==> config.mk <==
export PLATFORM = sky130hd
export DESIGN_NAME = meteor_game_ctrl_flat
export DESIGN_NICKNAME = d
export VERILOG_FILES = /design/src/rtl/game_pkg.sv /design/src/rtl/meteor_game_ctrl_if.sv /design/src/rtl/meteor_slot.sv /design/src/rtl/meteor_game_ctrl.sv /design/src/flat_wrapper.sv
export SDC_FILE = /design/constraint.sdc
export NUM_CORES = 1
export LEC_CHECK = 0
export ABC_AREA = 1
export CAP_MARGIN = 40
export CORE_MARGIN = 1
export CORE_UTILIZATION = 55
export DETAILED_ROUTE_END_ITERATION = 7
export PLACE_DENSITY = 0.84
export REMOVE_ABC_BUFFERS = 1
export SETUP_SLACK_MARGIN = 0.1
export SLEW_MARGIN = 20
export SYNTH_ARGS = -nofsm -noshare
export SYNTH_HDL_FRONTEND = slang
export SYNTH_SLANG_ARGS = --single-unit
==> constraint.sdc <==
create_clock -name clk -period 3.8 [get_ports clk]
set_clock_uncertainty 0.15 [all_clocks]
set_input_delay 0.38 -clock clk [delete_from_list [all_inputs] [get_ports clk]]
set_output_delay 0.38 -clock clk [all_outputs]
set_load 0.03 [all_outputs]
==> src/rtl/game_pkg.sv <==
// Shared types, widths and defaults for the meteor game controller.
// Holds the top FSM and meteor slot encodings plus the saturating score add.
package game_pkg;

    typedef enum logic [1:0] {
        IDLE      = 2'd0,
        PLAY      = 2'd1,
        GAME_OVER = 2'd2
    } game_state_e;

    typedef enum logic {
        DEAD  = 1'b0,
        ALIVE = 1'b1
    } slot_state_e;

    localparam int SCORE_W = 4;
    localparam int SPEED_W = 5;
    localparam int LIVES_W = 2;
    localparam int CNT_W   = 6;

    localparam int DEF_RESPAWN_FRAMES = 45;
    localparam int DEF_INVULN_FRAMES  = 60;
    localparam int DEF_BASE_SPEED     = 2;
    localparam int DEF_START_LIVES    = 3;
    localparam int DEF_M3_SCORE       = 7;

    localparam logic [SCORE_W-1:0] SCORE_MAX = '1;

    // Add this cycle's kill count to the score, clamping at the top.
    function automatic logic [SCORE_W-1:0] score_add(
        input logic [SCORE_W-1:0] s,
        input logic [1:0]         n
    );
        logic [SCORE_W:0] sum;
        sum = {1'b0, s} + (SCORE_W+1)'(n);
        return sum[SCORE_W] ? SCORE_MAX : sum[SCORE_W-1:0];
    endfunction

endpackage

==> src/rtl/meteor_game_ctrl_if.sv <==
// Game I/O bundle between the controller and its neighbours.
// master is the controller side; slave is the renderer/detector side.
interface meteor_game_ctrl_if;
    import game_pkg::*;

    logic               v_sync;
    logic               start;
    logic               hit_m1;
    logic               hit_m2;
    logic               hit_m3;
    logic               ship_hit;
    logic               m1_alive;
    logic               m2_alive;
    logic               m3_alive;
    logic [SPEED_W-1:0] speed_out;
    logic [SCORE_W-1:0] score;
    logic [LIVES_W-1:0] lives;
    logic               game_over;
    logic               playing;

    modport master (
        input  v_sync, start, hit_m1, hit_m2, hit_m3, ship_hit,
        output m1_alive, m2_alive, m3_alive,
        output speed_out, score, lives, game_over, playing
    );

    modport slave (
        output v_sync, start, hit_m1, hit_m2, hit_m3, ship_hit,
        input  m1_alive, m2_alive, m3_alive,
        input  speed_out, score, lives, game_over, playing
    );

endinterface

==> src/rtl/meteor_slot.sv <==
// One meteor's destroy/respawn sequencer.
// arm forces ALIVE; enable low holds the slot DEAD with an empty counter.
module meteor_slot
    import game_pkg::*;
#(
    parameter int RESPAWN_FRAMES = DEF_RESPAWN_FRAMES
) (
    input  logic clk,
    input  logic rst_n,
    input  logic frame_tick,
    input  logic enable,
    input  logic hit,
    input  logic arm,
    output logic alive,
    output logic kill
);

    slot_state_e      state_q, state_d;
    logic [CNT_W-1:0] cnt_q, cnt_d;

    // A hit only scores against a live meteor; dead hits are ignored.
    assign kill  = (state_q == ALIVE) && hit;
    assign alive = (state_q == ALIVE);

    // Slot state and respawn counter registers.
    always_ff @(posedge clk or negedge rst_n) begin
        if (!rst_n) begin
            state_q <= DEAD;
            cnt_q   <= '0;
        end else begin
            state_q <= state_d;
            cnt_q   <= cnt_d;
        end
    end

    // Next state: kill loads the respawn count, last frame tick re-arms.
    always_comb begin
        state_d = state_q;
        cnt_d   = cnt_q;
        if (arm) begin
            state_d = ALIVE;
            cnt_d   = '0;
        end else if (!enable) begin
            state_d = DEAD;
            cnt_d   = '0;
        end else if (state_q == ALIVE) begin
            if (hit) begin
                state_d = DEAD;
                cnt_d   = CNT_W'(RESPAWN_FRAMES);
            end
        end else if (cnt_q == '0) begin
            state_d = ALIVE;
        end else if (frame_tick) begin
            if (cnt_q == CNT_W'(1)) begin
                state_d = ALIVE;
                cnt_d   = '0;
            end else begin
                cnt_d = cnt_q - 1'b1;
            end
        end
    end

endmodule

==> src/rtl/meteor_game_ctrl.sv <==
// Game-state controller: top FSM, scoring, lives and invulnerability.
// Drives meteor alive flags, speed and score to the renderer.
module meteor_game_ctrl
    import game_pkg::*;
#(
    parameter int RESPAWN_FRAMES = DEF_RESPAWN_FRAMES,
    parameter int INVULN_FRAMES  = DEF_INVULN_FRAMES,
    parameter int BASE_SPEED     = DEF_BASE_SPEED,
    parameter int START_LIVES    = DEF_START_LIVES,
    parameter int M3_SCORE       = DEF_M3_SCORE
) (
    input logic                clk,
    input logic                rst_n,
    meteor_game_ctrl_if.master bus
);

    logic [2:0]         vs_q;
    logic               frame_tick;
    game_state_e        state_q, state_d;
    logic               seen_low_q, seen_low_d;
    logic [SCORE_W-1:0] score_q, score_d;
    logic [LIVES_W-1:0] lives_q, lives_d;
    logic [CNT_W-1:0]   inv_q, inv_d;
    logic [SPEED_W-1:0] speed_q;
    logic               playing_q, over_q;
    logic               in_play, go, m3_on;
    logic               ship_ok, fatal, next_play;
    logic               k1, k2, k3;
    logic               a1, a2, a3;
    logic [1:0]         n_kill;

    // v_sync is asynchronous: two-flop sync plus edge history.
    always_ff @(posedge clk or negedge rst_n) begin
        if (!rst_n) begin
            vs_q <= '0;
        end else begin
            vs_q <= {vs_q[1:0], bus.v_sync};
        end
    end

    assign frame_tick = vs_q[1] & ~vs_q[2];

    assign in_play = (state_q == PLAY);
    assign go      = bus.start &&
                     ((state_q == IDLE) ||
                      (state_q == GAME_OVER && seen_low_q));
    assign m3_on   = in_play && (score_q >= SCORE_W'(M3_SCORE));
    assign ship_ok = in_play && bus.ship_hit && (inv_q == '0);
    assign fatal   = ship_ok && (lives_q == LIVES_W'(1));
    assign n_kill  = {1'b0, k1} + {1'b0, k2} + {1'b0, k3};

    // Top FSM and per-game counters, next-state side.
    always_comb begin
        state_d    = state_q;
        seen_low_d = seen_low_q;
        score_d    = score_q;
        lives_d    = lives_q;
        inv_d      = inv_q;
        unique case (state_q)
            IDLE:      if (go) state_d = PLAY;
            PLAY:      if (fatal) state_d = GAME_OVER;
            GAME_OVER: if (go) state_d = PLAY;
            default:   state_d = IDLE;
        endcase
        seen_low_d = (state_q == GAME_OVER) &&
                     (seen_low_q || !bus.start);
        if (go) begin
            score_d = '0;
            lives_d = LIVES_W'(START_LIVES);
            inv_d   = '0;
        end else if (in_play) begin
            score_d = score_add(score_q, n_kill);
            if (ship_ok) begin
                lives_d = lives_q - 1'b1;
                inv_d   = CNT_W'(INVULN_FRAMES);
            end else if (frame_tick && inv_q != '0) begin
                inv_d = inv_q - 1'b1;
            end
        end
    end

    assign next_play = (state_d == PLAY);

    // Registered game state and outputs.
    always_ff @(posedge clk or negedge rst_n) begin
        if (!rst_n) begin
            state_q    <= IDLE;
            seen_low_q <= 1'b0;
            score_q    <= '0;
            lives_q    <= LIVES_W'(START_LIVES);
            inv_q      <= '0;
            speed_q    <= SPEED_W'(BASE_SPEED);
            playing_q  <= 1'b0;
            over_q     <= 1'b0;
        end else begin
            state_q    <= state_d;
            seen_low_q <= seen_low_d;
            score_q    <= score_d;
            lives_q    <= lives_d;
            inv_q      <= inv_d;
            speed_q    <= SPEED_W'(BASE_SPEED) +
                          SPEED_W'(score_q[SCORE_W-1:1]);
            playing_q  <= (state_d == PLAY);
            over_q     <= (state_d == GAME_OVER);
        end
    end

    meteor_slot #(.RESPAWN_FRAMES(RESPAWN_FRAMES)) u_slot1 (
        .clk        (clk),
        .rst_n      (rst_n),
        .frame_tick (frame_tick),
        .enable     (next_play),
        .hit        (in_play & bus.hit_m1),
        .arm        (go),
        .alive      (a1),
        .kill       (k1)
    );

    meteor_slot #(.RESPAWN_FRAMES(RESPAWN_FRAMES)) u_slot2 (
        .clk        (clk),
        .rst_n      (rst_n),
        .frame_tick (frame_tick),
        .enable     (next_play),
        .hit        (in_play & bus.hit_m2),
        .arm        (go),
        .alive      (a2),
        .kill       (k2)
    );

    meteor_slot #(.RESPAWN_FRAMES(RESPAWN_FRAMES)) u_slot3 (
        .clk        (clk),
        .rst_n      (rst_n),
        .frame_tick (frame_tick),
        .enable     (next_play & m3_on),
        .hit        (m3_on & bus.hit_m3),
        .arm        (1'b0),
        .alive      (a3),
        .kill       (k3)
    );

    assign bus.m1_alive  = a1;
    assign bus.m2_alive  = a2;
    assign bus.m3_alive  = a3;
    assign bus.speed_out = speed_q;
    assign bus.score     = score_q;
    assign bus.lives     = lives_q;
    assign bus.game_over = over_q;
    assign bus.playing   = playing_q;

endmodule

==> src/flat_wrapper.sv <==
// flat-port wrapper written by rule: the top's interface ports become plain ports
module meteor_game_ctrl_flat import game_pkg::*;
#(
    parameter int RESPAWN_FRAMES = DEF_RESPAWN_FRAMES,
    parameter int INVULN_FRAMES  = DEF_INVULN_FRAMES,
    parameter int BASE_SPEED     = DEF_BASE_SPEED,
    parameter int START_LIVES    = DEF_START_LIVES,
    parameter int M3_SCORE       = DEF_M3_SCORE
)
  (clk, rst_n, bus_v_sync, bus_start, bus_hit_m1, bus_hit_m2, bus_hit_m3, bus_ship_hit, bus_m1_alive, bus_m2_alive, bus_m3_alive, bus_speed_out, bus_score, bus_lives, bus_game_over, bus_playing);
  meteor_game_ctrl_if bus_i ();
  input logic clk;
  input logic rst_n;
  input wire logic [$bits(bus_i.v_sync)-1:0] bus_v_sync;
  input wire logic [$bits(bus_i.start)-1:0] bus_start;
  input wire logic [$bits(bus_i.hit_m1)-1:0] bus_hit_m1;
  input wire logic [$bits(bus_i.hit_m2)-1:0] bus_hit_m2;
  input wire logic [$bits(bus_i.hit_m3)-1:0] bus_hit_m3;
  input wire logic [$bits(bus_i.ship_hit)-1:0] bus_ship_hit;
  output wire logic [$bits(bus_i.m1_alive)-1:0] bus_m1_alive;
  output wire logic [$bits(bus_i.m2_alive)-1:0] bus_m2_alive;
  output wire logic [$bits(bus_i.m3_alive)-1:0] bus_m3_alive;
  output wire logic [$bits(bus_i.speed_out)-1:0] bus_speed_out;
  output wire logic [$bits(bus_i.score)-1:0] bus_score;
  output wire logic [$bits(bus_i.lives)-1:0] bus_lives;
  output wire logic [$bits(bus_i.game_over)-1:0] bus_game_over;
  output wire logic [$bits(bus_i.playing)-1:0] bus_playing;
  assign bus_i.v_sync = bus_v_sync;
  assign bus_i.start = bus_start;
  assign bus_i.hit_m1 = bus_hit_m1;
  assign bus_i.hit_m2 = bus_hit_m2;
  assign bus_i.hit_m3 = bus_hit_m3;
  assign bus_i.ship_hit = bus_ship_hit;
  assign bus_m1_alive = bus_i.m1_alive;
  assign bus_m2_alive = bus_i.m2_alive;
  assign bus_m3_alive = bus_i.m3_alive;
  assign bus_speed_out = bus_i.speed_out;
  assign bus_score = bus_i.score;
  assign bus_lives = bus_i.lives;
  assign bus_game_over = bus_i.game_over;
  assign bus_playing = bus_i.playing;
  meteor_game_ctrl #(.RESPAWN_FRAMES(RESPAWN_FRAMES), .INVULN_FRAMES(INVULN_FRAMES), .BASE_SPEED(BASE_SPEED), .START_LIVES(START_LIVES), .M3_SCORE(M3_SCORE)) u_core (.clk(clk), .rst_n(rst_n), .bus(bus_i));
endmodule
Yosys cells after proc, flatten, opt, wreduce, memory -nomap -nowiden
Cells that the tools add are included.
{"block": "word_totals", "out_inout_bits": 16, "in_bits": 8, "ff_bits": 46}
{"block": "classes", "n_addsub": 9, "n_reduce_logical": 29, "muxes": 53, "eq_ne": 17, "n_lt_le_gt_ge": 1, "bitwise": 6}
{"cell": "6-bit two-way mux", "count": 24}
{"cell": "6-bit zero test", "count": 4}
{"cell": "6-bit by 1-bit subtractor with 6-bit output, second input constant", "count": 4}
{"cell": "1-bit two-way mux", "count": 20}
{"cell": "6-bit by 1-bit == test with 1-bit output, second input constant", "count": 3}
{"cell": "4-bit by 3-bit inequality test with 1-bit output, second input constant", "count": 4}
{"cell": "4-bit two-way mux", "count": 3}
{"cell": "1-bit logical AND", "count": 11}
{"cell": "2-bit two-way mux", "count": 5}
{"cell": "3-bit AND reduction", "count": 3}
{"cell": "4-bit by 2-bit inequality test with 1-bit output, second input constant", "count": 2}
{"cell": "2-bit by 1-bit == test with 1-bit output, second input constant", "count": 3}
{"cell": "3-bit inequality test, second input constant", "count": 2}
{"cell": "6-bit nonzero test", "count": 1}
{"cell": "4-bit by 2-bit adder with 5-bit output", "count": 1}
{"cell": "1-bit AND", "count": 5}
{"cell": "2-bit by 3-bit adder with 4-bit output, first input constant", "count": 1}
{"cell": "2-bit == test, second input constant", "count": 2}
{"cell": "4-bit by 3-bit >= comparator with 1-bit output, second input constant", "count": 1}
{"cell": "2-bit case mux with 2 select lines", "count": 1}
{"cell": "2-bit AND reduction", "count": 2}
{"cell": "2-bit nonzero test", "count": 2}
{"cell": "3-bit by 1-bit inequality test with 1-bit output, second input constant", "count": 1}
{"cell": "3-bit nonzero test", "count": 1}
{"cell": "8 further kinds", "count": 9}

Longest topological paths before layout
Gate-level depths: netlist of run 1.
{"block": "depth", "word_depth": 10, "ltp_mapped": 13}

Hierarchy
From an unflattened synthesis of run 1, not the netlist that was laid out.
{"block": "hier_totals", "cells_unflattened": 354, "hier_area_um2": 2808.9}
{"mod": "meteor_game_ctrl", "seq_area_each_um2": 604.3, "instances": 1, "area_per_inst_um2": 1258.7, "cells_per_inst": 148}
{"mod": "meteor_slot at u_core.u_slot1 ...", "seq_area_each_um2": 175.2, "instances": 2, "area_per_inst_um2": 519.2, "cells_per_inst": 67}
{"mod": "meteor_slot at u_core.u_slot3", "seq_area_each_um2": 175.2, "instances": 1, "area_per_inst_um2": 511.7, "cells_per_inst": 72}

Worst setup path before layout of run 1
OpenSTA, ideal clock, no wires.
{"block": "synth_path", "path_type": "register to register", "from": "register u_core.score_q[3] (netlist: u_core.bus.score[3])", "to": "register u_core.score_q[3] (netlist: u_core.bus.score[3])", "path_slack_ns": 0.839, "stages_incl_launch_ff": 14, "n_path_buf": 0, "period_less_slack_ns": 2.961, "t_arrival_ns": 2.682, "cell_sequence": "dfrtp_1 -> inv_1 -> ha_1 -> nand3_1 -> a21oi_2 -> nand2_1 -> nor2_1 -> fa_1 -> ha_1 -> fa_1 -> nand2_1 -> o21ai_0 -> a21oi_1 -> o22ai_1"}
{"block": "synth_between", "elab_chain_cells": 9}
{"element": "from (decl)", "line": "meteor_game_ctrl.sv:21", "rtl": "logic [SCORE_W-1:0] score_q, score_d;"}
{"element": "from (signal assigned)", "line": "meteor_game_ctrl.sv:98", "rtl": "score_q <= score_d;"}
{"element": "4-bit by 3-bit >= comparator with 1-bit output", "line": "meteor_game_ctrl.sv:47", "rtl": "assign m3_on = in_play && (score_q >= SCORE_W'(M3_SCORE));"}
{"element": "1-bit logical AND", "line": "meteor_game_ctrl.sv:47"}
{"element": "1-bit AND", "line": "meteor_game_ctrl.sv:135", "rtl": ".hit (m3_on & bus.hit_m3),"}
{"element": "1-bit logical AND", "line": "meteor_slot.sv:22", "rtl": "assign kill = (state_q == ALIVE) && hit;"}
{"element": "2-bit by 1-bit adder with 2-bit output", "line": "meteor_game_ctrl.sv:50", "rtl": "assign n_kill = {1'b0, k1} + {1'b0, k2} + {1'b0, k3};"}
{"element": "4-bit by 2-bit adder with 5-bit output (*)", "line": "game_pkg.sv:35", "rtl": "sum = {1'b0, s} + (SCORE_W+1)'(n);"}
{"element": "4-bit two-way mux (*)", "line": "game_pkg.sv:36", "rtl": "return sum[SCORE_W] ? SCORE_MAX : sum[SCORE_W-1:0];"}
{"element": "4-bit two-way mux (*)", "line": "meteor_game_ctrl.sv:71", "rtl": "end else if (in_play) begin"}
{"element": "4-bit two-way mux (*)", "line": "meteor_game_ctrl.sv:67", "rtl": "if (go) begin"}
Mark *: on every way between the ends. The rest lies on a longest branch, timed or not. The select of a mux whose other input is x is not followed.
A chain may end at the register's enable or synchronous reset.

Worst setup path in the final report of run 1
Same ends and word-level chain as after synthesis.

==> reports/metrics.yaml, run 1 <==
detailed_routing:
  post_drt_wl_per_cell_um: 12.58
  route.detailed.drc: 0
  via_per_inst: 5.224
  first_iter_violations: 182
  drt_wl_total_um: 5611
  postRouteAntennaNets: 0
  vias: 2330
  dr.pass1.iters: 4
critical_path:
  crit_path_max_incr_delay_ps: 440
  worstSetupPathType: "reg -> reg"
  crit_arrival_ps: 3050
  worst-path-buf-inv: 1
  crit_chain: "inv_1, ha_1, nand3_1, a21oi_2, nand2_1, nor2_1, fa_1, ha_1, fa_1, nand2_1, o21ai_0, a21oi_1, o22ai_1"
  crit_family: "adder cells"
  end_kind: "flop"
  cp-start-kind: "flop"
  crit_fanout: 5
  worst_ep_required_time_ps: 3830
  worst_path_max_delay_cell: "fa_1"
power:
  cellLeakagePower_uw: 0.001586
  power_density_nw_per_um2: 899.1
  vdd_drop_max_mv: 0.4044
sta:
  rsz0062_at_grt: "no"
  max_freq_mhz: 331.3
  final-setup-viol-count: 0
  final.setup.tns_ps: 0
  slew_violations: 0
  fin_crit_ps: 3018
  fin_crit_sh_pct: 79.43
  hold_viol_final: 0
place:
  dpl.hpwl_um: 4077
  gp_congestion: 0.8429
  post_dp_cell_area_um2: 3038
  port_buffers: 22
final_layout:
  syn_to_final_growth_pct: 14.23
  drive_gt1_share_pct: 10.82
  finalNetCount: 401
  stdcell_area_um2: 3144
  n_antenna_cell: 0
yosys:
  ys_types: 38
  synth_area_um2: 2753
  async_flop_share_pct: 100.0
  ys.flop_type: "dfrtp_1"
  ys_seq_elements: 45
  synthCells: 351
  yosys.area.top_type_share_pct: 38.18
  synth_area_leader_cell: "dfrtp_1"
  synth_area_per_cell_um2: 7.842
  synth.top_cells.by_area: "dfrtp_1 (38%), nand2_1 (12%), nand3_1 (6.9%)"
  synth_warnings: 0
  yosysSeqAreaShare_pct: 41.05
  synth-edff-count: 0
floorplan:
  rows: 25
  io-pin-count: 24
  dieArea_um2: 5292
  coreArea_um2: 4755
  die_w_um: 72.75
  die_y_um: 72.75
  start_util_pct: 57.89
clock_network:
  path_clk_slew_ps: 90
  cts_num_sinks: 45
  cts_buffers: 5
  cts_tree: "done"
  cts_max_level: 2
  root_buffer: "clkbuf_8"
  clkLatencyLatePin_ps: 300
  post-cts-setup-buffers: 0
  ctsLongestPathBuffers: 2
grt:
  antenna_found_initial: 0
  grtUsageTotal_pct: 22.97
  overflow: 0
  grt_pass1_vias: 2065
  grt_max_degree: 32
  grt_pass1_wl_um: 9363
worst_hold_path:
  hold_path_class: "reg -> reg"
run_status:
  outcome: "finished, final reports clean"
job:
  drv_cap: 0
-- where the power goes --
part / internal [µW] / switching, µW
logic: 621 / 1030
registers: 674 / 181
clock network: 148 / 169
total: 1440 / 1380
-- synthesized netlist by cell type (2+ instances only) --
master and n:
a21oi_1 15, buf_6 2, dfrtp_1 42, dfstp_2 3
fa_1 2, ha_1 13, inv_1 37, nand2_1 89
nand2_2 5, nand2_4 3, nand3_1 38, nand3_2 3
nand3b_1 3, nand4_1 4, nand4_2 3, nor2_1 42
nor2_2 4, nor2_4 3, nor3_1 2, nor3b_1 2
o21ai_0 11, o21ai_1 2, o22ai_1 2, o31ai_1 2
or2_2 3, xor2_1 4
-- logic make-up (layout without fill, tap and decap cells) --
logic type	count (synthesis)	after routing	share of synthesized area (%)
and+or+nand+nor	205	205	35.68
DFF	45	45	41.05
buffers and inverters	43	71	6.772
AOI/OAI and AO/OA	38	38	7.727
adders and majority gates	15	15	7.364
xor gates and xnor gates	4	4	1.273
other	1	1	0.1362
-- layer usage --
| layer | vias up | GRT usage [%] | wire length, µm |
|---|---|---|---|
| met1 | 1093 | 31.27 | 2666 |
| li1 | 1190 | - | - |
| met5 | - | 0 | 0 |
| met4 | 0 | 7.190 | 37 |
| met3 | 4 | 4.420 | 209 |
| met2 | 43 | 37.18 | 2697 |
-- sequential cells by signal, summed over array words and instances (netlist names) --
signal	flops
u_core.inv_q	6
u_core.u_slot1.cnt_q	6
u_core.u_slot2.cnt_q	6
u_core.u_slot3.cnt_q	6
u_core.bus.score	4
u_core.bus.speed_out	4
u_core.vs_q	3
u_core.bus.lives	2
u_core.state_q	2
u_core.bus.game_over	1
u_core.bus.playing	1
u_core.seen_low_q	1
u_core.u_slot1.alive	1
u_core.u_slot2.alive	1
u_core.u_slot3.alive	1
-- repair_timing --
item / CTS / global route
hold buffers: 1 / 0
hold endpoints to repair: 13 / 0
gates resized for setup: 0 / 0
-- placed cells by master (no fill, tap or decap), types with 4 or more instances in the layout --
master	count
a21oi_1	15
clkbuf_8	6
clkdlybuf4s50_1	21
dfrtp_1	42
ha_1	13
inv_1	37
nand2_1	89
nand2_2	5
nand3_1	38
nand4_1	4
nor2_1	42
nor2_2	4
o21ai_0	11
xor2_1	4
-- per-stage QoR --
step / power [µW] / hold slack [ps] / utilization, % / setup slack [ps] / cells
after global placement: 2445 / 182.4 / 63.47 / 894.4 / 436
after floorplan: 2076 / -65.59 / - / 838.4 / 347
after CTS: 2833 / 211.0 / 66.13 / 777.1 / 446
after detailed placement: 2505 / 165.7 / 63.89 / 792.5 / 437
after global routing: 3074 / 213.1 / 66.13 / 556.0 / 446
final: 2827 / 208.2 / 66.13 / 781.8 / 446
-- cell type report --
class                   count  area [µm²]
repair buffers             24       245.2
well taps                  67       83.83
clock buffers               6       82.58
multi-input cells         263        1436
flip-flops and latches     45        1130
inverters                  39       152.6
clock inverters             2       13.76
fillers                   420        1610
-- path summary, 6_finish.rpt --
path / from / end / slack, ps / cells past startpoint
min in group asynchronous: rst_n / u_core.u_slot1.cnt_q[3] / 360 / 2
min reg2reg: u_core.vs_q[0] / u_core.vs_q[1] / 210 / 0
max: u_core.bus.score[3] / u_core.bus.score[3] / 780 / 13
max in group asynchronous: rst_n / u_core.bus.lives[0] / 2580 / 3
max reg2reg: u_core.bus.score[3] / u_core.bus.score[3] / 780 / 13
min: u_core.vs_q[0] / u_core.vs_q[1] / 210 / 0
Power figures use the tool's default switching activity.
==> run 2, diff against run 1 <==
==> constraint.sdc (replaced) <==
create_clock -name clk -period 2.85 [get_ports clk]
set_clock_uncertainty 0.15 [all_clocks]
set_input_delay 0.285 -clock clk [delete_from_list [all_inputs] [get_ports clk]]
set_output_delay 0.285 -clock clk [all_outputs]
set_load 0.03 [all_outputs]
==> run 2 against run 1 <==
  * Combinational power up 41%
  * Design area up 2.6%
  * Sequential share of layout area down 0.92 points
  * First-iteration DRC count up 19%
  * Count of clock-buffer cells in the layout up 1
  * Fmax up 13%
  * Via count up 3.0%
  * Non-clock buffer count up 8
  * Die area unchanged
  * Clock power up 27%
==> reports/metrics.yaml, run 2 (synthesized netlist as in run 1, its figures left out) <==
final_layout:
  multi_input_area_um2: 1461  # was 1436 µm²
  finalNetCount: 409  # was 401
  n_antenna_cell: 0  # unchanged
  final_cell_mix: "nand2_1 (89), dfrtp_1 (42), nor2_1 (41), nand3_1 (37), inv_1 (36)"  # was nand2_1 (89), nor2_1 (42), dfrtp_1 (42), nand3_1 (38), inv_1 (37)
  seq_area_um2: 1130  # unchanged
  nFillCells: 406  # was 420
  syn_to_final_growth_pct: 17.23  # was 14.23%
  final_core_util_pct: 67.87  # was 66.13%
  final_common_cell: "nand2_1"  # unchanged
  drive_gt1_share_pct: 13.73  # was 10.82%
  fin_cells: 453  # was 446
power:
  vdd_drop_max_mv: 0.6758  # was 0.4044 mV
  p_sw_share_pct: 48.38  # was 48.97%
  p_int_uw: 1989  # was 1443 µW
  power_density_nw_per_um2: 1194  # was 899.1 nW/µm²
  cellLeakagePower_uw: 0.001621  # was 0.001586 µW
  total_power_uw: 3854  # was 2827 µW
  seqPwrFrac_pct: 28.8  # was 30.2%
  clock_power_share_pct: 10.4  # was 11.2%
  power_switching_uw: 1865  # was 1384 µW
  combPwrFrac_pct: 60.8  # was 58.6%
floorplan:
  die_w_um: 72.75  # unchanged
  dieArea_um2: 5292  # unchanged
  start_util_pct: 57.89  # unchanged
  rows: 25  # unchanged
  die_y_um: 72.75  # unchanged
  coreArea_um2: 4755  # unchanged
  io-pin-count: 24  # unchanged
critical_path:
  crit_fanout: 3  # was 5
  cp-start-kind: "flop"  # unchanged
  crit_arrival_ps: 2700  # was 3050 ps
  end_kind: "flop"  # unchanged
  critPathMostFrequentCell: "nand2_1"
  worstSetupPathType: "reg -> reg"  # unchanged
  crit_chain: "inv_2, ha_4, nand3_2, a21oi_2, nand2_1, nor2_2, fa_1, ha_2, fa_2, nand2_1, o21ai_1, a21oi_1, o22ai_1"  # was inv_1, ha_1, nand3_1, a21oi_2, nand2_1, nor2_1, fa_1, ha_1, fa_1, nand2_1, o21ai_0, a21oi_1, o22ai_1
  crit_path_max_incr_delay_ps: 410  # was 440 ps
  worst_ep_required_time_ps: 2880  # was 3830 ps
  r2r_slack_ps: 180  # was 780 ps
  worst_path_max_delay_cell: "dfrtp_1"  # was fa_1
clock_network:
  clkLatencyLatePin_ps: 300  # about the same
  ctsLongestPathBuffers: 2  # unchanged
  cts_num_sinks: 45  # unchanged
  root_buffer: "clkbuf_8"  # unchanged
  cts_buffers: 5  # unchanged
  cts_max_level: 2  # unchanged
  path_clk_slew_ps: 80  # was 90 ps
  cts_tree: "done"  # unchanged
grt:
  antenna_found_initial: 0  # unchanged
  grtUsageTotal_pct: 24.06  # was 22.97%
  grt_pass1_vias: 2225  # was 2065
  grt_pass1_wl_um: 9811  # was 9363 µm
  overflow: 0  # unchanged
  grt_max_degree: 24  # was 32
sta:
  max_slew.worst_pin.slew_ps: 536.5
  final.setup.tns_ps: 0  # unchanged
  setup_slack_ps: 180.0  # was 781.8 ps
  fin_crit_sh_pct: 93.68  # was 79.43%
  final-setup-viol-count: 0  # unchanged
  max_freq_mhz: 374.5  # was 331.3 MHz
  slew_violations: 0  # unchanged
  fin_crit_ps: 2670  # was 3018 ps
  hold_viol_final: 0  # unchanged
  rsz0062_at_grt: "yes"  # was no
  relSlewSlack_pct: 64.23
detailed_routing:
  drt_wl_total_um: 5767  # was 5611 µm
  post_drt_wl_per_cell_um: 12.73  # was 12.58 µm
  via_per_inst: 5.296  # was 5.224
  first_iter_violations: 217  # was 182
  postRouteAntennaNets: 0  # unchanged
  vias: 2399  # was 2330
  dr.pass1.iters: 4  # unchanged
  route.detailed.drc: 0  # unchanged
place:
  gp_congestion: 0.8205  # was 0.8429
  port_buffers: 22  # unchanged
  place_ws_ps: 25.12  # was 792.5 ps
  dpl.hpwl_um: 4157  # was 4077 µm
  placedCellCount: 442  # was 437
worst_hold_path:
  hold_path_class: "reg -> reg"  # unchanged
job:
  drv_cap: 0  # unchanged
run_status:
  outcome: "finished, final reports clean"  # unchanged
run 2: cell count changes in the layout (fill, tap and decap cells not counted), sizes merged:
cell,delta
buf,+8
clkbuf,+1
clkinv,-2
run 2: what timing repair did:
action / CTS / global route
setup buffers: 0 / 3
pin swaps: 0 / 3
resized for setup: 2 / 8
hold buffers: 1 / 0
setup endpoints to repair: 3 / 4
endpoints found under the hold margin: 21 / 0
run 2: worst max-delay path: cells and delay by family (launching register included):
family	cells	cell delay [ps]
DFF	1	410
and+or+nand+nor	4	370
adders and majority gates	4	1100
AOI/OAI and AO/OA	4	420
buffers and inverters	1	80
run 2: layout make-up:
class                   count  area share, %
clock buffers               7          2.675
inverters                  39          4.731
multi-input cells         263          45.29
flip-flops and latches     45          35.01
well taps                  67          2.598
repair buffers             32          9.694
run 2: path summary, 6_finish.rpt:
| check | from | endpoint | depth (start not counted) |
|---|---|---|---|
| max | u_core.bus.score[3] | u_core.bus.score[3] | 13 |
| min | u_core.vs_q[0] | u_core.vs_q[1] | 0 |
| max reg2reg | u_core.bus.score[3] | u_core.bus.score[3] | 13 |
| min reg2reg | u_core.vs_q[0] | u_core.vs_q[1] | 0 |
| max in group asynchronous | rst_n | u_core.bus.lives[1] | 3 |
| min in group asynchronous | rst_n | u_core.u_slot1.cnt_q[3] | 2 |
run 2: power groups by stage:
stage / Clock (µW) / Sequential [µW] / Combinational, µW
3_3_place_gp: 0 / 1100 / 2200
5_1_grt: 437 / 1140 / 2640
6_report: 401 / 1110 / 2340
3_5_place_dp: 0 / 1110 / 2280
2_1_floorplan: 0 / 1280 / 1490
4_1_cts: 410 / 1100 / 2300
run 2: per-layer routing:
layer / global-route usage, % / wire length, µm
met5: 0 / 0
met4: 8.932 / 89
met3: 4.834 / 233
met2: 39.04 / 2774
met1: 32.01 / 2668
run 2: through the flow:
stage               hold WS [ps]  cell area [µm²]
floorplan                 -160.6             2719
global route               225.4             3227
CTS                        214.8             3184
finish                     212.4             3227
global placement           183.9             3055
detailed placement         149.2             3083
==> run 3, diff against run 2 <==
--- a/config.mk
+++ b/config.mk
@@ -8,12 +8,13 @@
 export ABC_AREA = 1
 export CAP_MARGIN = 40
 export CORE_MARGIN = 1
-export CORE_UTILIZATION = 55
+export CORE_UTILIZATION = 58
 export DETAILED_ROUTE_END_ITERATION = 7
-export PLACE_DENSITY = 0.84
+export PLACE_DENSITY = 0.87
 export REMOVE_ABC_BUFFERS = 1
 export SETUP_SLACK_MARGIN = 0.1
 export SLEW_MARGIN = 20
 export SYNTH_ARGS = -nofsm -noshare
 export SYNTH_HDL_FRONTEND = slang
 export SYNTH_SLANG_ARGS = --single-unit
+export TNS_END_PERCENT = 5
==> run 3 against run 2 <==
  * Die area down 5.0%
  * Routed wire length up 2.2%
  * Core utilization up 4.6 points
  * Sequential cell count unchanged
  * Critical path depth unchanged
  * Total power up 3.6%
  * Cell count down 3.8%
  * Fmax down 3.1%
  * Setup slack worse by 86 ps
  * First-iteration DRC count up 6.0%
  * Largest cell class unchanged
==> reports/metrics.yaml, run 3 (synthesized netlist as in run 1, its figures left out) <==
place:
  placedCellCount: 427  # was 442
  gp_congestion: 0.8718  # was 0.8205
  port_buffers: 22  # unchanged
  dpl.hpwl_um: 4183  # was 4157 µm
job:
  drv_cap: 0  # unchanged
power:
  vdd_drop_max_mv: 0.6310  # was 0.6758 mV
  power_density_nw_per_um2: 1239  # was 1194 nW/µm²
  cellLeakagePower_uw: 0.001621  # about the same
floorplan:
  coreArea_um2: 4444  # was 4755 µm²
  dieArea_um2: 5025  # was 5292 µm²
  die_w_um: 70.89  # was 72.75 µm
  rows: 24  # was 25
  die_y_um: 70.89  # was 72.75 µm
  start_util_pct: 61.94  # was 57.89%
  io-pin-count: 24  # unchanged
critical_path:
  crit_path_max_incr_delay_ps: 420  # was 410 ps
  crit_family: "adder cells"  # unchanged
  crit_fanout: 3  # unchanged
  r2r_cells: 13  # unchanged
  reg2reg_to: "u_core.bus.score[3]"  # unchanged
  worstSetupPathType: "reg -> reg"  # unchanged
  worst-path-buf-inv: 1  # unchanged
  r2r-start: "u_core.bus.score[3]"  # unchanged
  worst_path_max_delay_cell: "fa_1"  # was dfrtp_1
  crit_chain: "inv_2, ha_4, nand3_2, a21oi_2, nand2_1, nor2_2, fa_1, ha_2, fa_2, nand2_2, o21ai_1, a21oi_1, o22ai_1"  # was inv_2, ha_4, nand3_2, a21oi_2, nand2_1, nor2_2, fa_1, ha_2, fa_2, nand2_1, o21ai_1, a21oi_1, o22ai_1
  crit_arrival_ps: 2800  # was 2700 ps
  cp-start-kind: "flop"  # unchanged
  end_kind: "flop"  # unchanged
  r2r_slack_ps: 90  # was 180 ps
  worst_ep_required_time_ps: 2890  # was 2880 ps
worst_hold_path:
  hold_path_class: "reg -> reg"  # unchanged
  hp-start: "u_core.vs_q[0]"  # unchanged
  hold-path-cell-count: 0  # unchanged
  min_to: "u_core.vs_q[1]"  # unchanged
clock_network:
  ctsLongestPathBuffers: 2  # unchanged
  path_clk_slew_ps: 90  # was 80 ps
  cts_buffers: 5  # unchanged
  cts_num_sinks: 45  # unchanged
  cts_max_level: 2  # unchanged
  post-cts-setup-buffers: 0  # unchanged
  root_buffer: "clkbuf_8"  # unchanged
  cts_tree: "done"  # unchanged
  clkLatencyLatePin_ps: 300  # about the same
final_layout:
  n_antenna_cell: 0  # unchanged
  final_common_cell: "nand2_1"  # unchanged
  final_cell_mix: "nand2_1 (88), dfrtp_1 (42), nor2_1 (41), nand3_1 (37), inv_1 (36)"  # was nand2_1 (89), dfrtp_1 (42), nor2_1 (41), nand3_1 (37), inv_1 (36)
  nFillCells: 322  # was 406
  finalNetCount: 406  # was 409
  drive_gt1_share_pct: 13.80  # was 13.73%
  syn_to_final_growth_pct: 17.05  # was 17.23%
  final_core_util_pct: 72.49  # was 67.87%
  fin_cells: 436  # was 453
sta:
  max_freq_mhz: 362.9  # was 374.5 MHz
  rsz0062_at_grt: "yes"  # unchanged
  final-setup-viol-count: 0  # unchanged
  fin_crit_ps: 2756  # was 2670 ps
  max_slew.worst_pin.slew_ps: 557.0  # was 536.5 ps
  hold_viol_final: 0  # unchanged
  slew_violations: 0  # unchanged
  relSlewSlack_pct: 62.87  # was 64.23%
  fin_crit_sh_pct: 96.69  # was 93.68%
grt:
  grt_max_degree: 24  # unchanged
  grt_pass1_wl_um: 9873  # was 9811 µm
  grtUsageTotal_pct: 25.02  # was 24.06%
  overflow: 0  # unchanged
  grt_pass1_vias: 2299  # was 2225
  antenna_found_initial: 0  # unchanged
run_status:
  outcome: "finished, final reports clean"  # unchanged
detailed_routing:
  post_drt_wl_per_cell_um: 13.52  # was 12.73 µm
  drt_wl_total_um: 5896  # was 5767 µm
  postRouteAntennaNets: 0  # unchanged
  route.detailed.drc: 0  # unchanged
  first_iter_violations: 230  # was 217
  vias: 2459  # was 2399
  dr.pass1.iters: 8  # was 4
  via_per_inst: 5.640  # was 5.296
[run 3: cell types whose count changed in the layout (fill, tap and decap cells not counted)]
cell and change:
o21ai_1 -1, buf_4 -3, nand2_2 +1, nand2_1 -1, bufinv_16 +1, o21ai_2 +1
[run 3: timing repair]
action	4_1_cts	5_1_grt
gates resized for setup	2	10
endpoints found under the hold margin	20	0
endpoints found under the setup margin	3	4
hold buffers	1	0
pin swaps	0	6
[run 3: metrics by stage]
step | hold slack, ps | setup WS, ps | total power [µW] | instance area (µm²) | setup TNS, ps
after floorplan | -160.6 | -111.6 | 2769 | 2719 | -296.5
after global placement | 184.5 | 131.4 | 3299 | 3037 | 0
after detailed placement | 156.2 | 15.94 | 3398 | 3064 | 0
after CTS | 222.0 | 108.7 | 3926 | 3196 | 0
after global routing | 227.3 | -22.15 | 4311 | 3222 | -38.15
final | 215.5 | 94.41 | 3991 | 3222 | 0
[run 3: area by class of cell]
class	count	area, µm²	area share, %
Timing Repair Buffer	29	290.3	9.010
Sequential cell	45	1130	35.07
Clock buffer	7	86.33	2.680
Inverter	39	152.6	4.738
Tap cell	52	65.06	2.019
Multi-Input combinational cell	263	1468	45.55
Clock inverter	1	30.03	0.9320
[run 3: where the power goes]
group          leakage (µW)  switching [µW]  internal (µW)
Sequential         0.000561             216            899
Clock             0.0000585             214            286
Combinational       0.00100            1470            902
[run 3: layer usage]
metal / GRT usage [%] / share of wire (%)
met2: 41.24 / 48
met4: 7.556 / 1.3
met3: 5.413 / 6.2
met5: 0 / 0
met1: 33.40 / 44
[run 3: worst max-delay path by stage]
stage,from,slack (ps),end,cells after the start
after floorplan,u_core.bus.score[3],-110,u_core.bus.score[3],13
after global placement,u_core.bus.score[3],130,u_core.bus.score[3],13
after detailed placement,u_core.bus.score[3],20,u_core.bus.score[3],13
after CTS,u_core.bus.score[3],110,u_core.bus.score[3],13
after global routing,u_core.bus.score[3],-20,u_core.bus.score[1],13
final,u_core.bus.score[3],90,u_core.bus.score[3],13
